File: src/rtl/click_decoder_pkg.sv
// Shared definitions for the button/click decoding blocks.
package click_decoder_pkg;

    localparam int CLICK_NUM_W = 3;

    typedef enum logic [1:0] {
        ST_IDLE    = 2'd0,
        ST_COLLECT = 2'd1,
        ST_REPORT  = 2'd2
    } click_state_t;

endpackage

File: src/rtl/click_window_timer.sv
// Inter-click window timer: counts CE ticks since clear, flags the tick that closes the window.
module click_window_timer #(
    parameter int WIN_WIDTH = 8,
    parameter int WIN_TICKS = 200
) (
    input  logic CLK,
    input  logic RST,
    input  logic CLR,
    input  logic CE,
    output logic TC
);

    localparam logic [WIN_WIDTH-1:0] LAST = WIN_WIDTH'(WIN_TICKS - 1);

    logic [WIN_WIDTH-1:0] cnt;

    // Clear wins over CE, so a coincident press never expires the window.
    assign TC = CE && !CLR && (cnt == LAST);

    always_ff @(posedge CLK) begin
        if (RST || CLR)
            cnt <= '0;
        else if (CE)
            cnt <= (cnt == LAST) ? '0 : cnt + WIN_WIDTH'(1);
    end

endmodule

File: src/rtl/click_decoder.sv
// Groups debounced presses into multi-click sequences and reports the count once the window closes.
module click_decoder
    import click_decoder_pkg::*;
#(
    parameter int WIN_WIDTH  = 8,
    parameter int WIN_TICKS  = 200,
    parameter int MAX_CLICKS = 7
) (
    input  logic                   CLK,
    input  logic                   RST,
    input  logic                   CE,
    input  logic                   PRESS_IN,
    output logic                   CLICK_CEO,
    output logic [CLICK_NUM_W-1:0] CLICK_NUM,
    output logic                   BUSY
);

    localparam logic [CLICK_NUM_W-1:0] MAX_C = CLICK_NUM_W'(MAX_CLICKS);

    click_state_t           state;
    logic [CLICK_NUM_W-1:0] click_cnt;
    logic                   win_clr;
    logic                   win_tc;

    // Window only runs while collecting; any press restarts it.
    assign win_clr = (state != ST_COLLECT) || PRESS_IN;

    click_window_timer #(
        .WIN_WIDTH (WIN_WIDTH),
        .WIN_TICKS (WIN_TICKS)
    ) u_win (
        .CLK (CLK),
        .RST (RST),
        .CLR (win_clr),
        .CE  (CE),
        .TC  (win_tc)
    );

    always_ff @(posedge CLK) begin
        if (RST) begin
            state     <= ST_IDLE;
            click_cnt <= '0;
            CLICK_NUM <= '0;
        end else begin
            case (state)
                ST_IDLE: begin
                    if (PRESS_IN) begin
                        state     <= ST_COLLECT;
                        click_cnt <= CLICK_NUM_W'(1);
                    end
                end
                ST_COLLECT: begin
                    if (PRESS_IN) begin
                        if (click_cnt < MAX_C)
                            click_cnt <= click_cnt + CLICK_NUM_W'(1);
                    end else if (win_tc) begin
                        state     <= ST_REPORT;
                        CLICK_NUM <= click_cnt;
                    end
                end
                ST_REPORT: begin
                    if (PRESS_IN) begin
                        state     <= ST_COLLECT;
                        click_cnt <= CLICK_NUM_W'(1);
                    end else begin
                        state     <= ST_IDLE;
                        click_cnt <= '0;
                    end
                end
                default: begin
                    state     <= ST_IDLE;
                    click_cnt <= '0;
                end
            endcase
        end
    end

    assign CLICK_CEO = (state == ST_REPORT);
    assign BUSY      = (state != ST_IDLE);

endmodule

File: config.mk
export PLATFORM = sky130hd
export DESIGN_NAME = click_decoder
export DESIGN_NICKNAME = d
export VERILOG_FILES = /design/src/rtl/click_decoder_pkg.sv /design/src/rtl/click_window_timer.sv /design/src/rtl/click_decoder.sv
export SDC_FILE = /design/constraint.sdc
export NUM_CORES = 1
export LEC_CHECK = 0
export BUFFER_PORTS_ARGS = -buffer_cell sky130_fd_sc_hd__buf_4
export CORE_AREA = 2 2 39 41
export CTS_BUF_LIST = sky130_fd_sc_hd__clkbuf_4 sky130_fd_sc_hd__clkbuf_8
export DETAILED_ROUTE_END_ITERATION = 10
export DIE_AREA = 0 0 41 43
export PLACE_DENSITY = 0.9
export SYNTH_ARGS = -nofsm -noshare
export SYNTH_HDL_FRONTEND = slang
export SYNTH_SLANG_ARGS = --single-unit
File: constraint.sdc
create_clock -name CLK -period 2.8 [get_ports CLK]
set_input_delay 0.28 -clock CLK [delete_from_list [all_inputs] [get_ports CLK]]
set_output_delay 0.28 -clock CLK [all_outputs]
set_load 0.02 [all_outputs]
# [Yosys cells after proc, flatten, opt, wreduce, memory -nomap -nowiden]
# Cells that the tools add are included.
[op_classes] addsub=2 order_cmp=1 eq_ne=9 n_mux=11 bitwise_logic=1 n_reduce_logical=10
[ops] operator="$mux 3" n=3
[ops] operator="$pmux 3 s3" n=1
[ops] operator="$reduce_and 3->1" n=3
[ops] operator="$add 8x1->8 const B" n=1
[ops] operator="$eq 8x8->1 const B" n=1
[ops] operator="$mux 8" n=1
[ops] operator="$ne 2x2->1 const B" n=4
[ops] operator="$mux 2" n=3
[ops] operator="$pmux 2 s3" n=1
[ops] operator="$ne 2x1->1 const B" n=2
[ops] operator="$add 3x1->3 const B" n=1
[ops] operator="$lt 3x3->1 const B" n=1
[ops] operator="$eq 2x1->1 const B" n=1
[ops] operator="$eq 2x2->1 const B" n=1
[ops] operator="$logic_and 1x1->1" n=2
[ops] operator="$logic_not 2->1" n=1
[ops] operator="$logic_or 1x1->1" n=2
[ops] operator="$mux 1" n=2
[ops] operator="$reduce_bool 2->1" n=1
[ops] operator="$logic_not 1->1" n=1
[ops] operator="$not 1->1" n=1
[word_totals] reg_bits=16 input_bits=4 output_inout_bits=5

# [Longest topological paths before layout]
# Gate-level depths: netlist (run 1).
[depth] word_depth=8 mapped_depth=4 depth_no_buf=4

# [By module]
# A second synthesis (run 1) with hierarchy kept.
[hier_totals] cells_unflattened=85 hier_area_um2=760.7
[by_module_without_submodules] mod="click_window_timer" instances=1 cells_per_inst=43 area_per_inst_um2=386.6 seq_area_each_um2=160.2
[by_module_without_submodules] mod="click_decoder" instances=1 cells_per_inst=42 area_per_inst_um2=374.1 seq_area_each_um2=160.2

# [Worst setup path before layout (run 1)]
# Ideal clock, no wire load.
[synth_path] path_kind="reg-to-reg" startpoint="register u_win.cnt[3]" endpoint="register u_win.cnt[6]" arrival_ns=1.398 path_slack_ns=1.286 stages_incl_launch_ff=4 path_buffers=0 synth_period_minus_slack_ns=1.514 path_cell_list="dfxtp_1 > or4b_4 > a211o_2 > and3_1"
[synth_between] elab_chain_cells=2 word_cells_on_any_way=3 cone_classes="add/sub: 1; eq/ne: 1; mux: 1"
[synth_lines] element="from (decl)" line="click_window_timer.sv:15" text="logic [WIN_WIDTH-1:0] cnt;"
[synth_lines] element="from (signal assigned)" line="click_window_timer.sv:24" text="cnt <= (cnt == LAST) ? '0 : cnt + WIN_WIDTH'(1);"
[synth_lines] element="$add 8x1->8 / $eq 8x8->1 (equally long branches)" line="click_window_timer.sv:24"
[synth_lines] element="$mux 8 *" line="click_window_timer.sv:24"
# Mark *: on every way between the ends. The rest lies on a longest branch, timed or not.
# A chain may end at the register's enable or synchronous reset.

# [Worst setup path after layout (run 1)]
[layout_path] startpoint="register u_win.cnt[3]" endpoint="register CLICK_NUM[2]"
[layout_between] elab_chain_cells=3
[layout_lines] element="$eq 8x8->1" line="click_window_timer.sv:18" text="assign TC = CE && !CLR && (cnt == LAST);"
[layout_lines] element="$logic_and 1x1->1" line="click_window_timer.sv:18"
[layout_lines] element="$reduce_and 3->1 (no source line)"
[layout_lines] element="to (signal assigned)" line="click_decoder.sv:58" text="CLICK_NUM <= click_cnt;"
[layout_lines] element="to (decl)" line="click_decoder.sv:14" text="output logic [CLICK_NUM_W-1:0] CLICK_NUM,"
# No other way between the ends.

==> key figures, run 1 <==
Logic synthesis
  • Syn_nets: 86
  • Synth Area per Inst: ~9.5 µm²
  • Synthesized instance count: 80
  • Seq/Total Area, Yosys: 42.2%
  • Post-Syn Area: ~760 µm²
  • Synth cell types: 32
  • Synth warn: 0
  • Yosys reg bits: 16

Finish
  • N_diodes: 0
  • Non-filler cells, final: approximately 110
  • Final core area utilization: around 62%
  • Layout area overhead: 13.7%
  • Layout Nets: 96
  • Final instance area: between 800 and 900 µm²
  • Ratio of cells with drive above 1 in the final layout: between 20 and 25%

Floorplan
  • Die Y-Extent: ~43 µm
  • Die W: between 40 and 50 µm
  • Die area: 1760 µm²
  • Core Region: about 1400 µm²
  • Starting Density: between 50 and 60%
  • # rows: 14
  • Io pins: 9

Worst setup path
  • Critical-path top delay cell: or4b_4
  • Critical path depth in cells: 3
  • Reg2reg end: CLICK_NUM[2]$_SDFFE_PP0P_
  • Critical Path End Type: flop
  • Critical Path Max Stage Delay: 600 ps
  • Buf+Inv Stages, Crit Path: 0
  • Critical path required time: approximately 3000 ps
  • Startpoint types: flop
  • CP Max Fanout: 6
  • Crit-path cells: or4b_4 > nor4_4 > mux2i_1
  • CP arrival: around 1800 ps
  • Reg2reg path depth: 3
  • CP Capture Point: CLICK_NUM[2]$_SDFFE_PP0P_
  • Reg2Reg Setup Slack: around 1200 ps
  • CP top delay family: simple AND/OR/NAND/NOR gates
  • Crit Path Category: reg2reg
  • R2R Path Start: u_win.cnt[3]$_SDFFE_PP0P_
  • Setup crit start: u_win.cnt[3]$_SDFFE_PP0P_

CTS
  • Num CTS Buffers: 3
  • CTS max path bufs: 2
  • CTS tree: done
  • CTS Hold Buffers Added: 0
  • H-tree depth: 1
  • Root Driver: clkbuf_4
  • Post-CTS setup buffers: 0
  • Clk sinks: 16
  • Worst-Skew Late Latency: slightly below 300 ps
  • Clk slew on worst S/H paths: around 90 ps
  • Cts repair resizes: 0

Placement
  • Area after DPL: roughly 830 µm²
  • Pre-CTS setup slack: between 1000 and 1500 ps
  • Dpl cells: approximately 100
  • Hpwl dp: ~950 µm
  • GP Congestion: between 0.7 and 0.8
  • # port buffers: 8

GRT
  • M2 GR Usage: between 20% and 30%
  • GR peak layer: met2
  • Global-route wire length before repair: around 2 mm
  • M1 GR Usage: 17.7%
  • Vias in the first global route: slightly below 500
  • Initial antenna violation count: 0
  • Largest net degree at the start of global routing: 13
  • Routing usage on met3: 6.28%
  • Grt total ovfl: 0
  • Total GRT Usage: 17.3%

Routing
  • Post-route ant nets: 0
  • Via count: ~600
  • DRT iter0 DRCs: 4
  • DRC viols: 0
  • DR pass1 iterations: 3
  • Post-Route WL: 1.25 mm
  • WL per Instance: 11.9 µm
  • Vias/cell: around 5.8

Timing
  • FMAX: between 0.6 and 0.7 GHz
  • Final worst setup slack: approximately 1200 ps
  • TNS Setup: 0 ps
  • Worst clock skew: 4.07 ps
  • Part of the cycle the worst path needs: 57.5%
  • Slew @ Worst Pin: 465 ps
  • Final setup viols: 0
  • Rel. slew slack: 68.6%
  • Fin crit period: 1610 ps
  • WHS: 214 ps
  • Final Hold Vio Count: 0
  • Slew Limit Fails: 0
  • RSZ-0062 raised after global routing: no

Pwr
  • Clock group share of total power: 36.6%
  • Sequential Power Share: between 50% and 60%
  • Comb pwr share: 6.5%
  • PD cells: between 400 and 500 nW/µm²
  • Switching power share of the total: ~22%
  • Leak pwr: approximately 0.31 nW
  • Maximum VDD drop: around 0.21 mV
  • Sw Pwr: approximately 0.092 mW
  • Int Power: approximately 0.32 mW
  • Total power: about 0.42 mW

Run status
  • Status: finished, final reports clean

Hold path
  • Hold Path Class: in2reg

Flow run
  • MaxCap Viol Count: 0
==> cells in the final DEF, fill, tap and decap left out, types with 2 or more instances in the layout <==
master	instances
a21oi_1	4
buf_4	8
clkbuf_4	3
dfxtp_1	16
ha_1	2
inv_1	2
mux2i_1	4
nand2_1	3
nand2b_1	7
nand3_1	3
nand4_1	3
nor2_1	6
o21ai_0	5
or3_1	2
xor2_1	3
==> power groups by stage <==
| stage | Clock (mW) | Sequential (mW) | Combinational, mW |
|---|---|---|---|
| floorplan | 0 | 0.239 | 0.0219 |
| global placement | 0 | 0.242 | 0.0265 |
| detailed placement | 0 | 0.242 | 0.0271 |
| CTS | 0.156 | 0.237 | 0.0272 |
| global route | 0.169 | 0.238 | 0.0295 |
| finish | 0.152 | 0.237 | 0.0268 |
==> final cells by class <==
class	instances	area [µm²]
fillers	127	520
multi-input cells	59	419
flip-flops and latches	16	320
repair buffers	8	60.1
clock buffers	4	36.3
well taps	16	20.0
inverters	2	7.51
==> layer usage <==
| metal | vias up | part of all wire [%] |
|---|---|---|
| li1 | 312 | - |
| met1 | 284 | 45 |
| met4 | 0 | 2.6 |
| met3 | 5 | 2.2 |
| met2 | 7 | 51 |
| met5 | - | 0 |
==> cells by family (layout without fill, tap and decap cells) <==
family | Yosys count | after routing | synth area share (%)
compound gates | 17 | 17 | 15.5
xor+xnor | 4 | 4 | 4.61
fa+ha+maj | 2 | 2 | 3.29
buf+inv | 5 | 14 | 2.64
flops | 16 | 16 | 42.2
mux | 4 | 4 | 5.27
simple gates | 32 | 32 | 26.5
==> Yosys cell counts (all sizes together) <==
library cell / count / area share [%]
nand4: 3 / 2.5
or3b: 1 / 1.2
nor4b: 1 / 1.2
clkbuf: 2 / 0.99
a211o: 1 / 1.3
o21ai: 5 / 3.3
or2: 1 / 0.82
nor4: 2 / 3.6
mux2i: 4 / 5.3
nor2b: 1 / 0.82
a311oi: 1 / 1.2
or3: 2 / 1.6
buf: 1 / 0.66
or4b: 1 / 1.8
a31oi: 1 / 0.82
inv: 2 / 0.99
and3: 1 / 0.82
o31ai: 2 / 2.6
nand2: 3 / 1.5
a41oi: 1 / 1.2
dfxtp: 16 / 42
a21oi: 4 / 2.6
xor2: 3 / 3.5
a221o: 1 / 1.3
nand3: 3 / 2.0
a221oi: 1 / 1.2
nand2b: 7 / 5.8
xnor2: 1 / 1.2
nor2: 6 / 3.0
ha: 2 / 3.3
==> worst min-delay path by stage <==
| stage | start | to | slack (ps) | cells after the start |
|---|---|---|---|---|
| after detailed placement | CLICK_NUM[0]$_SDFFE_PP0P_ | CLICK_NUM[0]$_SDFFE_PP0P_ | 470 | 2 |
| after global routing | RST | state[0]$_SDFFE_PP0P_ | 200 | 2 |
| after global placement | CLICK_NUM[0]$_SDFFE_PP0P_ | CLICK_NUM[0]$_SDFFE_PP0P_ | 460 | 2 |
| after floorplan | u_win.cnt[7]$_SDFFE_PP0P_ | u_win.cnt[7]$_SDFFE_PP0P_ | 450 | 2 |
| final | RST | state[0]$_SDFFE_PP0P_ | 210 | 2 |
| after CTS | RST | state[0]$_SDFFE_PP0P_ | 210 | 2 |
==> worst reg2reg max path, stage by stage, from the launching register on <==
cell and delay, ps:
dfxtp_1 370, or4b_4 600, nor4_4 350, mux2i_1 230
==> state kept, by name, summed over array words and instances (netlist names) <==
name,cells
CLICK_NUM,3
u_win.cnt,8
state,2
click_cnt,3
No activity file was read; power rests on OpenSTA's default activity.
==> run 2, diff against run 1 <==
CORE_AREA = unset   (was 2 2 39 41)
CORE_UTILIZATION = 58   (was unset)
DIE_AREA = unset   (was 0 0 41 43)
PLACE_DENSITY = 0.91   (was 0.9)
clock period = 1.6 ns   (was 2.8 ns; I/O delays follow)
==> run 2 against run 1 <==
- sequential power up 73%
- power up 62%
- first-iteration DRC count rose to 6.5 times the previous value
- sequential cell count unchanged
- utilization up 15 points
- clock skew up 4.5 ps
- maximum frequency up 3.1%
- non-clock buffer count up 4
- die area down 17%
- final cell count up 0.95%
- worst setup slack worse by 1200 ps
- largest cell class unchanged
==> key figures, run 2 (synthesis results as in run 1) <==
Timing
  • RSZ-0062 raised after global routing: yes
  • FMAX: 0.641 GHz (+3.1%)
  • Slew Limit Fails: 0 (unchanged)
  • Worst clock skew: 8.55 ps (+4.48 ps)
  • Final setup viols: 0 (unchanged)
  • WHS: 103 ps (-111 ps)
  • Final Hold Vio Count: 0 (unchanged)
  • Final worst setup slack: 39.3 ps (-1150 ps)
  • Slew @ Worst Pin: 674 ps (+209 ps)
  • Fin crit period: 1560 ps (-47.9 ps)
  • Part of the cycle the worst path needs: 97.5% (+40 points)
  • Rel. slew slack: 54.4% (-14 points)

GRT
  • Total GRT Usage: 26.6% (+9.4 points)
  • Grt total ovfl: 0 (unchanged)
  • Largest net degree at the start of global routing: 12 (-1)
  • Global-route wire length before repair: 2.56 mm (+30%)
  • Initial antenna violation count: 0 (unchanged)
  • Vias in the first global route: 582 (+18%)

Floorplan
  • Die area: 1460 µm² (-17%)
  • Core Region: 1160 µm² (-16%)
  • Die Y-Extent: 38.2 µm (-11%)
  • # rows: 12 (-2)
  • Starting Density: 65.7% (+11 points)
  • Io pins: 9 (unchanged)
  • Die W: 38.2 µm (-6.9%)

Worst setup path
  • CP arrival: 1770 ps (-60 ps)
  • CP Max Fanout: 5 (-1)
  • Critical Path End Type: flop
  • Critical path required time: 1810 ps (-1210 ps)
  • Crit Path Category: reg2reg
  • Startpoint types: flop

Finish
  • Reg with most FFs: u_win.cnt
  • N_diodes: 0 (unchanged)
  • Max reg flops: 8 (unchanged)
  • Non-filler cells, final: 106 (+0.95%)
  • FF/Latch Area: 323 µm² (+0.78%)
  • Largest regs: u_win.cnt (8), CLICK_NUM (3), click_cnt (3)
  • Ratio of cells with drive above 1 in the final layout: 26.1% (+5.9 points)
  • Final instance area: 893 µm² (+3.5%)
  • Commonest non-fill, non-tap cell in the layout: dfxtp_1
  • Layout Nets: 100 (+4.2%)
  • Area of the multi-input gates: 433 µm² (+3.3%)
  • FILL cells: 72 (-43%)
  • Most frequent cells in the layout: dfxtp_1 (14), buf_4 (12), nand2b_1 (7)
  • Layout area overhead: 17.6%

Pwr
  • PD cells: 756 nW/µm² (+57%)
  • Sequential Power Share: 60.8% (+3.9 points)
  • Maximum VDD drop: 0.807 mV (+290%)
  • Clock group share of total power: 30.7% (-5.9 points)
  • Switching power share of the total: 23.3% (+1.2 points)
  • Total power: 0.675 mW (+62%)
  • Int Power: 0.518 mW (+60%)
  • Comb pwr share: 8.5% (+2.0 points)
  • Leak pwr: 0.329 nW (+4.8%)
  • Sw Pwr: 0.157 mW (+71%)

CTS
  • CTS Hold Buffers Added: 0 (unchanged)
  • Worst-Skew Late Latency: 280 ps (about the same)
  • Num CTS Buffers: 3 (unchanged)
  • CTS tree: done
  • Clk sinks: 16 (unchanged)
  • Clk slew on worst S/H paths: 90 ps (about the same)
  • H-tree depth: 1 (unchanged)
  • Root Driver: clkbuf_4
  • CTS max path bufs: 2 (unchanged)

Routing
  • DRC viols: 0 (unchanged)
  • DRT iter0 DRCs: 26 (+22)
  • DRT met1 WL: 737 µm (+32%)
  • WL per Instance: 15.9 µm (+33%)
  • DR WL met2: 843 µm (+33%)
  • DR pass1 iterations: 4 (+1)
  • Via count: 650 (+6.9%)
  • Post-route ant nets: 0 (unchanged)
  • Vias/cell: 6.13 (+5.9%)
  • Post-Route WL: 1.69 mm (+35%)
  • Metal3 WL: 96 µm (+240%)
  • Max layer used: met4

Hold path
  • Hold Path Class: in2reg

Flow run
  • MaxCap Viol Count: 0 (unchanged)

Placement
  • GP Congestion: 0.803 (+9.4%)
  • Area after DPL: 847 µm² (+2.4%)
  • # port buffers: 8 (unchanged)
  • Dpl cells: 102 (+0.99%)
  • Pre-CTS setup slack: 50.2 ps (-1140 ps)

Run status
  • Status: finished, final reports clean
[run 2: cell count changes in the layout (fill, tap and decap cells not counted)]
cell	delta
dfxtp_1	-2
clkbuf_8	-1
o31ai_4	+1
buf_4	+4
o31ai_2	-1
dfxtp_2	+2
nand3_1	-1
nand3_2	+1
[run 2: area by class of cell]
class                   instances  share of cell area [%]
clock buffers                   3                    2.52
inverters                       2                   0.840
multi-input cells              59                    48.5
flip-flops and latches         16                    36.1
well taps                      14                    1.96
repair buffers                 12                    10.1
[run 2: through the flow]
stage / utilization [%] / setup TNS [ps]
CTS: 75.2 / 0
floorplan: - / 0
global route: 77.3 / -31.8
detailed placement: 73.3 / 0
global placement: 73.3 / 0
finish: 77.3 / 0
[run 2: power groups by stage]
stage                     registers (mW)  clock network [mW]  logic (mW)
after floorplan                    0.418                   0      0.0384
after global placement             0.419                   0      0.0526
after detailed placement           0.420                   0      0.0550
after CTS                          0.411               0.214      0.0555
after global routing               0.412               0.232      0.0626
final                              0.411               0.207      0.0573
[run 2: worst paths after layout]
| kind | slack, ps | startpoint | end | cells past startpoint |
|---|---|---|---|---|
| min reg2reg | 490 | CLICK_NUM[2]$_SDFFE_PP0P_ | CLICK_NUM[2]$_SDFFE_PP0P_ | 2 |
| max reg2reg | 40 | u_win.cnt[3]$_SDFFE_PP0P_ | CLICK_NUM[2]$_SDFFE_PP0P_ | 3 |
| max | 40 | u_win.cnt[3]$_SDFFE_PP0P_ | CLICK_NUM[2]$_SDFFE_PP0P_ | 3 |
| min | 100 | RST | state[0]$_SDFFE_PP0P_ | 2 |
[run 2: timing repair]
item,CTS,global route
setup endpoints to repair,1,8
resized for setup,0,4
setup buffers,0,1
pin swaps,1,0
[run 2: layer usage]
| layer | GRT usage (%) | vias up |
|---|---|---|
| li1 | - | 320 |
| met1 | 31.4 | 301 |
| met2 | 42.4 | 27 |
| met3 | 11.0 | 2 |
| met4 | 10.7 | 0 |
| met5 | 0 | - |
[run 2: critical path, cell delays in order, from the launching register on]
cell and delay [ps]:
dfxtp_1 320, or4b_4 610, nor4_4 350, mux2i_1 220
==> run 3, diff against run 2 <==
--- a/config.mk
+++ b/config.mk
@@ -11,4 +11,5 @@
 export DETAILED_ROUTE_END_ITERATION = 10
 export PLACE_DENSITY = 0.91
+export REMOVE_ABC_BUFFERS = 1
 export SYNTH_ARGS = -nofsm -noshare
 export SYNTH_HDL_FRONTEND = slang
==> constraint.sdc (replaced) <==
create_clock -name CLK -period 1.6 [get_ports CLK]
set_input_delay 0.08 -clock CLK [delete_from_list [all_inputs] [get_ports CLK]]
set_output_delay 0.08 -clock CLK [all_outputs]
set_load 0.02 [all_outputs]
==> run 3 against run 2 <==
- clock-buffer cell count rose by 1
- sequential power barely moved
- power rose by 10%
- final area rose by 1.3%
- largest cell class unchanged
- largest power group unchanged
==> key figures, run 3 (synthesis results as in run 1) <==
Timing
  • TNS Setup: 0 ps (unchanged)
  • Rel. slew slack: 73.5% (+19 points)
  • Fin crit period: 1550 ps (-13.7 ps)
  • Slew Limit Fails: 0 (unchanged)
  • Worst clock skew: 1.25 ps (-7.31 ps)
  • Slew @ Worst Pin: 397 ps (-277 ps)
  • FMAX: 0.646 GHz (+0.89%)
  • Part of the cycle the worst path needs: 96.7% (-0.86 points)
  • Final Hold Vio Count: 0 (unchanged)
  • RSZ-0062 raised after global routing: no
  • Final worst setup slack: 53.0 ps (+13.7 ps)
  • Final setup viols: 0 (unchanged)

CTS
  • Worst-Skew Late Latency: 300 ps (+20 ps)
  • Post-CTS setup buffers: 0 (unchanged)
  • Clk sinks: 16 (unchanged)
  • CTS max path bufs: 2 (unchanged)
  • Clk slew on worst S/H paths: 90 ps (about the same)
  • Cts repair resizes: 0 (unchanged)
  • CTS Hold Buffers Added: 0 (unchanged)
  • Num CTS Buffers: 3 (unchanged)
  • CTS tree: done
  • Root Driver: clkbuf_4
  • H-tree depth: 1 (unchanged)

Worst setup path
  • CP arrival: 1780 ps (about the same)
  • Reg2reg path depth: 3 (unchanged)
  • Crit Path Category: reg2reg
  • Critical Path Max Stage Delay: 590 ps (-20 ps)
  • Reg2reg end: CLICK_NUM[2]$_SDFFE_PP0P_
  • Critical path required time: 1830 ps (+20 ps)
  • Critical Path End Type: flop
  • Reg2Reg Setup Slack: 50 ps (about the same)
  • Critical-path top delay cell: or4b_4
  • R2R Path Start: u_win.cnt[3]$_SDFFE_PP0P_
  • Startpoint types: flop
  • Crit-path cells: or4b_4 > nor4_4 > mux2i_1
  • CP Max Fanout: 5 (unchanged)

Finish
  • Layout area overhead: 19.1%
  • Ratio of cells with drive above 1 in the final layout: 26.1% (unchanged)
  • N_diodes: 0 (unchanged)
  • Non-filler cells, final: 106 (unchanged)
  • Reg with most FFs: u_win.cnt
  • Commonest non-fill, non-tap cell in the layout: dfxtp_1
  • Largest regs: u_win.cnt (8), CLICK_NUM (3), click_cnt (3)
  • FILL cells: 75 (+4.2%)
  • Area of the multi-input gates: 439 µm² (+1.4%)
  • Final instance area: 905 µm² (+1.3%)
  • Layout Nets: 99 (-1.0%)
  • Max reg flops: 8 (unchanged)
  • FF/Latch Area: 322 µm² (-0.39%)
  • Most frequent cells in the layout: dfxtp_1 (15), buf_4 (11), nand2b_1 (7)

Routing
  • WL per Instance: 14.1 µm (-11%)
  • DR pass1 iterations: 4 (unchanged)
  • Via count: 647 (-0.46%)
  • DRT iter0 DRCs: 10 (-62%)
  • Post-route ant nets: 0 (unchanged)
  • Post-Route WL: 1.50 mm (-11%)
  • Vias/cell: 6.10 (-0.46%)
  • DRC viols: 0 (unchanged)

Floorplan
  • Starting Density: 65.7% (unchanged)
  • # rows: 12 (unchanged)
  • Die W: 38.2 µm (unchanged)
  • Io pins: 9 (unchanged)
  • Die area: 1460 µm² (unchanged)
  • Core Region: 1160 µm² (unchanged)
  • Die Y-Extent: 38.2 µm (unchanged)

Placement
  • Dpl cells: 102 (unchanged)
  • # port buffers: 8 (unchanged)
  • GP Congestion: 0.789 (-1.8%)
  • Hpwl dp: between 1 and 1.5 mm
  • Pre-CTS setup slack: 57.1 ps (+6.83 ps)
  • Area after DPL: 847 µm² (unchanged)

GRT
  • Vias in the first global route: 551 (-5.3%)
  • Largest net degree at the start of global routing: 12 (unchanged)
  • Global-route wire length before repair: 2.34 mm (-8.6%)
  • Initial antenna violation count: 0 (unchanged)
  • Grt total ovfl: 0 (unchanged)
  • Total GRT Usage: 24.8% (-1.8 points)

Flow run
  • MaxCap Viol Count: 0 (unchanged)

Run status
  • Status: finished, final reports clean

Pwr
  • Maximum VDD drop: 0.686 mV (-15%)
  • PD cells: 822 nW/µm² (+8.7%)
  • Leak pwr: 0.333 nW (+1.2%)
  • Total power: 0.743 mW (+10%)

Hold path
  • Hold Path End: state[0]$_SDFFE_PP0P_
  • Hold Path Class: in2reg
  • Hold path cells: 2 (unchanged)
  • Hold path startpoint: RST
==> run 3: cell types whose count changed in the layout (fill, tap and decap cells not counted), sizes merged <==
cell,previous run,this run
buf,12,11
clkbuf,3,4
==> run 3: critical path: cells and delay by family (launching register included) <==
family / cells / cell delay, ps
simple gates: 2 / 930
flops: 1 / 330
mux: 1 / 220
==> run 3: worst max-delay path by stage <==
stage                                            to  slack (ps)                      start
final                     CLICK_NUM[2]$_SDFFE_PP0P_          50  u_win.cnt[3]$_SDFFE_PP0P_
after global routing      CLICK_NUM[2]$_SDFFE_PP0P_          10  u_win.cnt[5]$_SDFFE_PP0P_
after detailed placement  CLICK_NUM[1]$_SDFFE_PP0P_          60  u_win.cnt[0]$_SDFFE_PP0P_
after global placement    CLICK_NUM[2]$_SDFFE_PP0P_         110  u_win.cnt[3]$_SDFFE_PP0P_
after floorplan           u_win.cnt[6]$_SDFFE_PP0P_          90  u_win.cnt[3]$_SDFFE_PP0P_
after CTS                 CLICK_NUM[0]$_SDFFE_PP0P_           3  u_win.cnt[0]$_SDFFE_PP0P_
==> run 3: final cells by class <==
class                   instances  share of cell area, %
repair buffers                 11                   9.13
well taps                      14                   1.94
multi-input cells              59                   48.5
flip-flops and latches         16                   35.5
clock buffers                   4                   4.01
inverters                       2                  0.830
==> run 3: where the power goes <==
part / total (mW) / internal [mW] / switching, mW
sequential: 0.411 / 0.404 / 0.00642
clock: 0.275 / 0.139 / 0.136
combinational: 0.0580 / 0.0275 / 0.0305
total: 0.743 / 0.571 / 0.173
==> run 3: metrics by stage <==
stage	hold slack (ps)	util [%]
6_report	16.5	78.2
5_1_grt	19.3	78.2
4_1_cts	18.3	76.4
3_5_place_dp	327	73.3
3_3_place_gp	318	73.3
2_1_floorplan	159	-
==> run 3: routing by layer <==
layer	wire length [µm]	track usage [%]
met1	667	29.3
met4	42	19.6
met2	717	37.3
met5	0	0
met3	70	6.98
